### src/rtl/button_pkg.sv
// ============================================================================
// Module : button_pkg
// Brief  : Shared FSM encoding and counter-width helpers for button_conditioner
// Rev    : 1.0  initial release
// ============================================================================
`default_nettype none

package button_pkg;

    typedef enum logic [1:0] {
        ST_IDLE   = 2'd0,
        ST_DELAY  = 2'd1,
        ST_REPEAT = 2'd2
    } btn_state_e;

    localparam int DEF_N_BTN           = 4;
    localparam int DEF_DEBOUNCE_CYCLES = 1_000_000;
    localparam int DEF_REPEAT_DELAY    = 30_000_000;
    localparam int DEF_REPEAT_PERIOD   = 10_000_000;

    function automatic int cnt_width(input int max_val);
        return (max_val < 1) ? 1 : $clog2(max_val + 1);
    endfunction

    function automatic int max_of(input int a, input int b);
        return (a > b) ? a : b;
    endfunction

endpackage

`default_nettype wire

### src/rtl/button_chan.sv
// ============================================================================
// Module : button_chan
// Brief  : One button channel: 2-flop synchroniser, debounce, hold/repeat FSM
// Rev    : 1.0  initial release
// ============================================================================
`default_nettype none

module button_chan
    import button_pkg::*;
#(
    parameter int DEBOUNCE_CYCLES = DEF_DEBOUNCE_CYCLES,
    parameter int REPEAT_DELAY    = DEF_REPEAT_DELAY,
    parameter int REPEAT_PERIOD   = DEF_REPEAT_PERIOD
) (
    input  logic clk_i,
    input  logic rst_ni,
    input  logic btn_raw_i,
    input  logic repeat_en_i,
    output logic level_o,
    output logic press_o,
    output logic release_o,
    output logic press_next_o
);

    localparam int DW = cnt_width(DEBOUNCE_CYCLES);
    localparam int RW = cnt_width(max_of(REPEAT_DELAY, REPEAT_PERIOD));

    localparam logic [DW-1:0] c_DEB_LAST = DW'(DEBOUNCE_CYCLES - 1);
    localparam logic [RW-1:0] c_DLY_LAST = RW'(REPEAT_DELAY - 1);
    localparam logic [RW-1:0] c_PER_LAST = RW'(REPEAT_PERIOD - 1);

    logic          sync1_q, sync2_q;
    logic          level_q, level_d;
    logic [DW-1:0] deb_cnt_q, deb_cnt_d;
    logic [RW-1:0] rpt_cnt_q, rpt_cnt_d;
    btn_state_e    state_q, state_d;
    logic          press_q, press_d;
    logic          release_q, release_d;

    logic w_diff, w_accept, w_rise, w_fall;

    assign w_diff   = sync2_q ^ level_q;
    assign w_accept = w_diff && (deb_cnt_q == c_DEB_LAST);
    assign w_rise   = w_accept && sync2_q;
    assign w_fall   = w_accept && !sync2_q;

    assign level_d   = level_q ^ w_accept;
    assign deb_cnt_d = (!w_diff || w_accept) ? '0 : deb_cnt_q + DW'(1);

    always_comb begin
        state_d   = state_q;
        rpt_cnt_d = rpt_cnt_q;
        press_d   = 1'b0;
        release_d = 1'b0;
        case (state_q)
            ST_IDLE: begin
                rpt_cnt_d = '0;
                if (w_rise) begin
                    press_d = 1'b1;
                    state_d = ST_DELAY;
                end
            end
            ST_DELAY, ST_REPEAT: begin
                // A falling accept outranks any repeat terminal count this cycle.
                if (w_fall) begin
                    release_d = 1'b1;
                    rpt_cnt_d = '0;
                    state_d   = ST_IDLE;
                end else if (!repeat_en_i) begin
                    rpt_cnt_d = '0;
                end else if (rpt_cnt_q == ((state_q == ST_DELAY) ? c_DLY_LAST : c_PER_LAST)) begin
                    press_d   = 1'b1;
                    rpt_cnt_d = '0;
                    state_d   = ST_REPEAT;
                end else begin
                    rpt_cnt_d = rpt_cnt_q + RW'(1);
                end
            end
            default: begin
                rpt_cnt_d = '0;
                state_d   = ST_IDLE;
            end
        endcase
    end

    always_ff @(posedge clk_i or negedge rst_ni) begin
        if (!rst_ni) begin
            sync1_q   <= 1'b0;
            sync2_q   <= 1'b0;
            level_q   <= 1'b0;
            deb_cnt_q <= '0;
            rpt_cnt_q <= '0;
            state_q   <= ST_IDLE;
            press_q   <= 1'b0;
            release_q <= 1'b0;
        end else begin
            sync1_q   <= btn_raw_i;
            sync2_q   <= sync1_q;
            level_q   <= level_d;
            deb_cnt_q <= deb_cnt_d;
            rpt_cnt_q <= rpt_cnt_d;
            state_q   <= state_d;
            press_q   <= press_d;
            release_q <= release_d;
        end
    end

    assign level_o      = level_q;
    assign press_o      = press_q;
    assign release_o    = release_q;
    assign press_next_o = press_d;

endmodule

`default_nettype wire

### src/rtl/button_conditioner.sv
// ============================================================================
// Module : button_conditioner
// Brief  : N-channel push-button front end with debounce and auto-repeat
// Rev    : 1.0  initial release
// ============================================================================
`default_nettype none

module button_conditioner
    import button_pkg::*;
#(
    parameter int N_BTN           = DEF_N_BTN,
    parameter int DEBOUNCE_CYCLES = DEF_DEBOUNCE_CYCLES,
    parameter int REPEAT_DELAY    = DEF_REPEAT_DELAY,
    parameter int REPEAT_PERIOD   = DEF_REPEAT_PERIOD
) (
    input  logic             clk,
    input  logic             reset_n,
    input  logic [N_BTN-1:0] btn_raw,
    input  logic [N_BTN-1:0] repeat_en,
    output logic [N_BTN-1:0] btn_level,
    output logic [N_BTN-1:0] btn_press,
    output logic [N_BTN-1:0] btn_release,
    output logic             any_press
);

    logic [N_BTN-1:0] w_press_next;
    logic             any_press_q;

    for (genvar i = 0; i < N_BTN; i++) begin : g_chan
        button_chan #(
            .DEBOUNCE_CYCLES (DEBOUNCE_CYCLES),
            .REPEAT_DELAY    (REPEAT_DELAY),
            .REPEAT_PERIOD   (REPEAT_PERIOD)
        ) u_chan (
            .clk_i        (clk),
            .rst_ni       (reset_n),
            .btn_raw_i    (btn_raw[i]),
            .repeat_en_i  (repeat_en[i]),
            .level_o      (btn_level[i]),
            .press_o      (btn_press[i]),
            .release_o    (btn_release[i]),
            .press_next_o (w_press_next[i])
        );
    end

    // Built from the channels' next-press terms so it lands with btn_press.
    always_ff @(posedge clk or negedge reset_n) begin
        if (!reset_n) begin
            any_press_q <= 1'b0;
        end else begin
            any_press_q <= |w_press_next;
        end
    end

    assign any_press = any_press_q;

endmodule

`default_nettype wire
### config.mk
export PLATFORM = sky130hd
export DESIGN_NAME = button_conditioner
export DESIGN_NICKNAME = d
export VERILOG_FILES = /design/src/rtl/button_pkg.sv /design/src/rtl/button_chan.sv /design/src/rtl/button_conditioner.sv
export SDC_FILE = /design/constraint.sdc
export NUM_CORES = 1
export LEC_CHECK = 0
export ABC_AREA = 1
export CAP_MARGIN = 20
export CORE_MARGIN = 2
export CORE_UTILIZATION = 50
export DETAILED_ROUTE_END_ITERATION = 10
export PLACE_DENSITY = 0.72
export SYNTH_ARGS = -nofsm -noshare
export SYNTH_HDL_FRONTEND = slang
export SYNTH_HIERARCHICAL = 1
export SYNTH_SLANG_ARGS = --single-unit
### constraint.sdc
create_clock -name clk -period 4.6 [get_ports clk]
set_input_delay 0.69 -clock clk [delete_from_list [all_inputs] [get_ports clk]]
set_output_delay 0.69 -clock clk [all_outputs]
set_load 0.005 [all_outputs]
### Word level (Yosys, flattened, before mapping)

Index checks and enable logic that the tools add are counted.

| storage, ports and cells | value |
|---|---|
| flip-flop bits (word level) | 209 |
| input port bits | 10 |
| logic and storage cells | 186 |

| operators by class | value |
|---|---|
| add/subtract/negate cells | 8 |
| equality and inequality tests | 28 |
| muxes and demuxes | 72 |
| bitwise logic cells | 8 |
| reductions and logical operators | 37 |

Operators by type and width:

| kind | number |
|---|---|
| 25-bit two-way mux | 20 |
| 25-bit by 1-bit adder with 25-bit output, second input constant | 4 |
| 25-bit == test | 4 |
| 20-bit by 1-bit adder with 20-bit output, second input constant | 4 |
| 20-bit == test, second input constant | 4 |
| 20-bit two-way mux | 4 |
| 2-bit two-way mux | 16 |
| 1-bit two-way mux | 24 |
| 2-bit case mux with 2 select lines | 4 |
| 1-bit logical AND | 12 |
| 3-bit by 1-bit inequality test with 1-bit output, second input constant | 4 |
| 3-bit by 2-bit inequality test with 1-bit output, second input constant | 4 |
| 3-bit AND reduction | 4 |
| 2-bit by 1-bit == test with 1-bit output, second input constant | 4 |
| 2-bit == test, second input constant | 4 |
| 1-bit zero test | 8 |
| 2-bit zero test | 4 |
| 2-bit by 1-bit inequality test with 1-bit output, second input constant | 4 |
| 1-bit case mux with 2 select lines | 4 |
| 2-bit OR reduction | 4 |
| 1-bit bitwise XOR | 8 |
| 1-bit logical OR | 4 |
| 4-bit OR reduction | 1 |

### Longest topological paths before layout

| depth | value |
|---|---|
| depth after elaboration | 8 |
| depth in mapped cells | 13 |
| gate-level depth less buffers | 13 |

### Modules after synthesis

Netlist, hierarchy kept.

By module, submodules not included:

| module | instances | cells an instance | area each (sq um) |
|---|---|---|---|
| button_chan (g_chan[0].u_chan ...) | 3 | 410 | 3126.7 |
| button_chan (g_chan[3].u_chan) | 1 | 409 | 3017.9 |
| button_conditioner | 1 | 4 | 36.3 |

### Worst setup path after synthesis

OpenSTA, ideal clock, no wires.

| timing path | value |
|---|---|
| path type | register to register |
| start | reg g_chan[0].u_chan.deb_cnt_q[0] |
| end | reg g_chan[0].u_chan.rpt_cnt_q[10] |
| arrival | 1.521 ns |
| path slack | 2.952 ns |
| cell stages (with the launch flop) | 11 |
| buffers on the path | 2 |
| period minus slack after synthesis | 1.648 ns |
| path through | dfrtp_1 ha_1 nand3_2 nor2_4 nand4_2 nand2_4 nor2b_4 buf_6 nand2_8 buf_12 nor2_4 |

| between the ends | value |
|---|---|
| longest elaborated chain between the ends | 5 |

Ends and longest elaborated chain:

| item | RTL line | RTL |
|---|---|---|
| start: declaration | button_chan.sv:34 | `logic [DW-1:0] deb_cnt_q, deb_cnt_d;` |
| start signal: assignment | button_chan.sv:100 | `deb_cnt_q <= deb_cnt_d;` |
| 20-bit == test | button_chan.sv:43 | `assign w_accept = w_diff && (deb_cnt_q == c_DEB_LAST);` |
| 1-bit logical AND | button_chan.sv:43 |  |
| 1-bit logical AND | button_chan.sv:45 | `assign w_fall = w_accept && !sync2_q;` |
| 25-bit two-way mux | button_chan.sv:65 | `if (w_fall) begin` |
| 25-bit two-way mux | button_chan.sv:55 | `case (state_q)` |
| named net g_chan[0].u_chan.rpt_cnt_d[10] | button_chan.sv:35 | `logic [RW-1:0] rpt_cnt_q, rpt_cnt_d;` |
| end signal: assignment | button_chan.sv:101 | `rpt_cnt_q <= rpt_cnt_d;` |
| end: declaration | button_chan.sv:35 |  |

The timed path passes the listed nets, and every way through them passes these cells.
A chain may end at the register's enable or synchronous reset.

### Worst setup path in the final report

| timing path | value |
|---|---|
| start | reg any_press_q, in the netlist any_press |
| end | out any_press |

RTL lines:

| item | RTL line | RTL |
|---|---|---|
| start: declaration | button_conditioner.sv:27 | `logic any_press_q;` |
| start signal: assignment | button_conditioner.sv:51 | `any_press_q <= \|w_press_next;` |
| end: declaration | button_conditioner.sv:23 | `output logic any_press` |

No word-level cell between the ends.

==> flow_summary_export.csv <==
group,metric,value,unit
run,maxCapViolations,0,
pwr,switching_share,21.7,%
synthesis,synth_fa_ha_area_share,2.01,%
synthesis,synth-edff-count,0,
cells_and_area,fin_util,56.2,%
clocking,clkSinkCount,209,
grt,grt_pass1_vias,10100,
clocking,cts_buffer_depth,3,
drt,detail_route.first_pass.iterations,5,
synthesis,yosysTopAreaCellShare,42.1,%
drt,dr_wl_met2,12.1,mm
drt,met3_length,978,µm
clocking,cts_max_level,1,
clocking,numCtsBuffers,25,
floorplanning,placementRows,57,
grt,grt_pass1_wl,45.6,mm
grt,grt_start_max_net_pins,125,
floorplanning,io_pins,23,
place,place_area,0.0129,mm²
drt,avgViaCountPerCell,5.15,
synthesis,syn_inst,1643,
place,dpl_worst_slack,2.25,ns
synthesis,yosysSeqAreaShare,42.1,%
clocking,cts_resized,0,
cells_and_area,final_common_cell,"nand2_1",
cells_and_area,stdcell_area,0.0137,mm²
drt,antenna_left,0,
timing,finalCritPeriodShare,46.6,%
synthesis,yosys.area.top_type,"dfrtp_1",
timing,drv_slew,0,
synthesis,synth_compound_area_share,5.16,%
setup_path,cp_top_family,"buffers and inverters",
min_path,min_path_type,"input port to asynchronous set/reset pin",
clocking,clkSlewWorstSetupHoldPaths,0.06,ns
pwr,p_comb_share,2.5,%
timing,setup_ws,2.46,ns
setup_path,crit_required,3.91,ns
synthesis,synth_top_family_by_area,"simple AND/OR/NAND/NOR gates",
timing,hold_viol_final,0,
pwr,power.density,278,mW/mm²
clocking,clock_latency,0.52,ns
drt,highest_layer,"met4",
clocking,cts_tree,"done",
setup_path,cpMaxStageDelayCell,"clkdlybuf4s50_1",
clocking,root_buffer,"clkbuf_16",
setup_path,path_cells,"clkdlybuf4s50_1",
cells_and_area,nNetsFinal,1708,
synthesis,synthSimpleGateAreaFrac,38.8,%
setup_path,end_kind,"output port",
pwr,p_int,2980,µW
place,place.detailed.hpwl,18.4,mm
grt,grt.overflow.total,0,
pwr,pwr-share-clk,48.7,%
timing,clock_skew,0.0155,ns
grt,track_usage,20.5,%
drt,initialDrtViolationCount,685,
drt,route.layer.met1.wl,11.9,mm
pwr,p_sw,825,µW
cells_and_area,diodes,0,
pwr,seq_power_share,48.9,%
setup_path,crit_path_max_fanout,1,
timing,rsz0062_at_grt,"no",
timing,slew_headroom,35.6,%
setup_path,crit_type,"register to output port",
floorplanning,core-area,0.0244,mm²
place,place_congestion,0.921,
grt,antenna_found_initial,0,
timing,worstMarginPinSlew,0.966,ns
synthesis,ys_async_sr_fraction,100,%
setup_path,worstSetupStartpointType,"register",
synthesis,synthMuxAreaShare,0,%
place,place.port_buffers,22,
synthesis,synthTopCellsByArea,"dfrtp_1 42%, nand2_1 11%, nor2_1 9.0%, inv_1 6.4%, nand3_1 4.3%",
setup_path,critPathArrivalTime,1.45,ns
clocking,post_cts_buffers,0,
timing,fin_setup_tns,0,ns
cells_and_area,drive_gt1_share,9.26,%
drt,drcViolationCount,0,
cells_and_area,layout_common_cells,"376 x nand2_1, 298 x nor2_1, 211 x inv_1",
synthesis,ys.warnings.count,6,
timing,max_freq,467,MHz
synthesis,yosys.area_share.xor_xnor,4.16,%
drt,dr_total_vias,10400,
pwr,p_leak,0.00601,µW
floorplanning,die_area,0.0261,mm²
floorplanning,die_w,162,µm
cells_and_area,area.growth.synth_to_final,10.3,%
status,status,"finished clean",
drt,wl,25.7,mm
floorplanning,initial_utilization,51.0,%
setup_path,path_buf_inv,1,
synthesis,avgSynthCellArea,7.57,µm²
synthesis,ys.flop_type,"dfrtp_1",
drt,wl_per_cell,12.7,µm
clocking,hold_buffers,0,
synthesis,syn_area,0.0124,mm²
timing,min_period,2.14,ns
setup_path,cp_slowest_stage_delay,0.52,ns
timing,setup_viol,0,
synthesis,synth.distinct_cells,37,
synthesis,ys_ff_latch,209,
synthesis,syn-num-nets,1673,
pwr,ir_drop,261,µV
floorplanning,die_y,162,µm
[final timing paths]
check | startpoint | end | slack (ns) | cells after the start
setup / recovery | any_press | any_press | 2.46 | 1
hold / removal | reset_n | g_chan[1].u_chan/rpt_cnt_q[15] | 0.21 | 1
setup reg to reg | g_chan[2].u_chan/deb_cnt_q[0] | g_chan[2].u_chan/deb_cnt_q[17] | 2.55 | 8
hold reg to reg | g_chan[2].u_chan/sync1_q | g_chan[2].u_chan/sync2_q | 0.35 | 0
max in group asynchronous | reset_n | g_chan[0].u_chan/deb_cnt_q[10] | 3.46 | 2
min in group clk | g_chan[2].u_chan/sync1_q | g_chan[2].u_chan/sync2_q | 0.35 | 0
[routing by layer]
| layer | global-route usage, % | up-vias |
|---|---|---|
| met5 | 0 | - |
| met1 | 27.5 | 4853 |
| met3 | 2.43 | 51 |
| met2 | 35.4 | 197 |
| met4 | 5.87 | 0 |
| li1 | - | 5291 |
[synth_stat cells (20+ instances only)]
cell / number
ha_1: 20
o21ai_0: 61
xor2_1: 42
nor2_4: 41
nor2_1: 298
nand4_1: 44
nor3_1: 51
a21oi_1: 44
nand3_1: 106
dfrtp_1: 209
inv_1: 211
nand2_1: 376
[sequential cells by signal (all words and copies together) (netlist names), named ones only]
signal and cells:
any_press 1, g_chan.u_chan/sync1_q 4, g_chan.u_chan/press_o 4, g_chan.u_chan/rpt_cnt_q 100, g_chan.u_chan/release_o 4, g_chan.u_chan/deb_cnt_q 80, g_chan.u_chan/state_q 8, g_chan.u_chan/sync2_q 4
[cells by family after synthesis]
kind of cell	after synthesis
AND/OR/NAND/NOR	998
buffers and inverters	235
flip-flops	209
AO/OA/AOI/OAI	122
XOR/XNOR	59
adder cells (fa/ha/maj)	20
[per-stage QoR]
step                total power (µW)  hold WS, ns  std cells
floorplan                       1930        0.331       1643
global placement                1990        0.333       1975
detailed placement              1990        0.341       1975
CTS                             3870        0.286       2019
global route                    3960        0.325       2019
finish                          3810        0.213       2019
[power groups by stage]
stage	clock network [µW]	logic, µW	registers, µW
final	1850	94.1	1860
after floorplan	0	38.3	1890
after global placement	0	95.7	1890
after detailed placement	0	98.2	1890
after CTS	1920	98.5	1860
after global routing	1990	111	1860
[layout make-up]
class                   count  area, µm²
well taps                 324        405
fillers                  2322      10700
clock inverters             5       28.8
repair buffers             24        253
multi-input cells        1199       6230
inverters                 219        822
clock buffers              39        748
flip-flops and latches    209       5230
(Power assumes the default switching activity.)
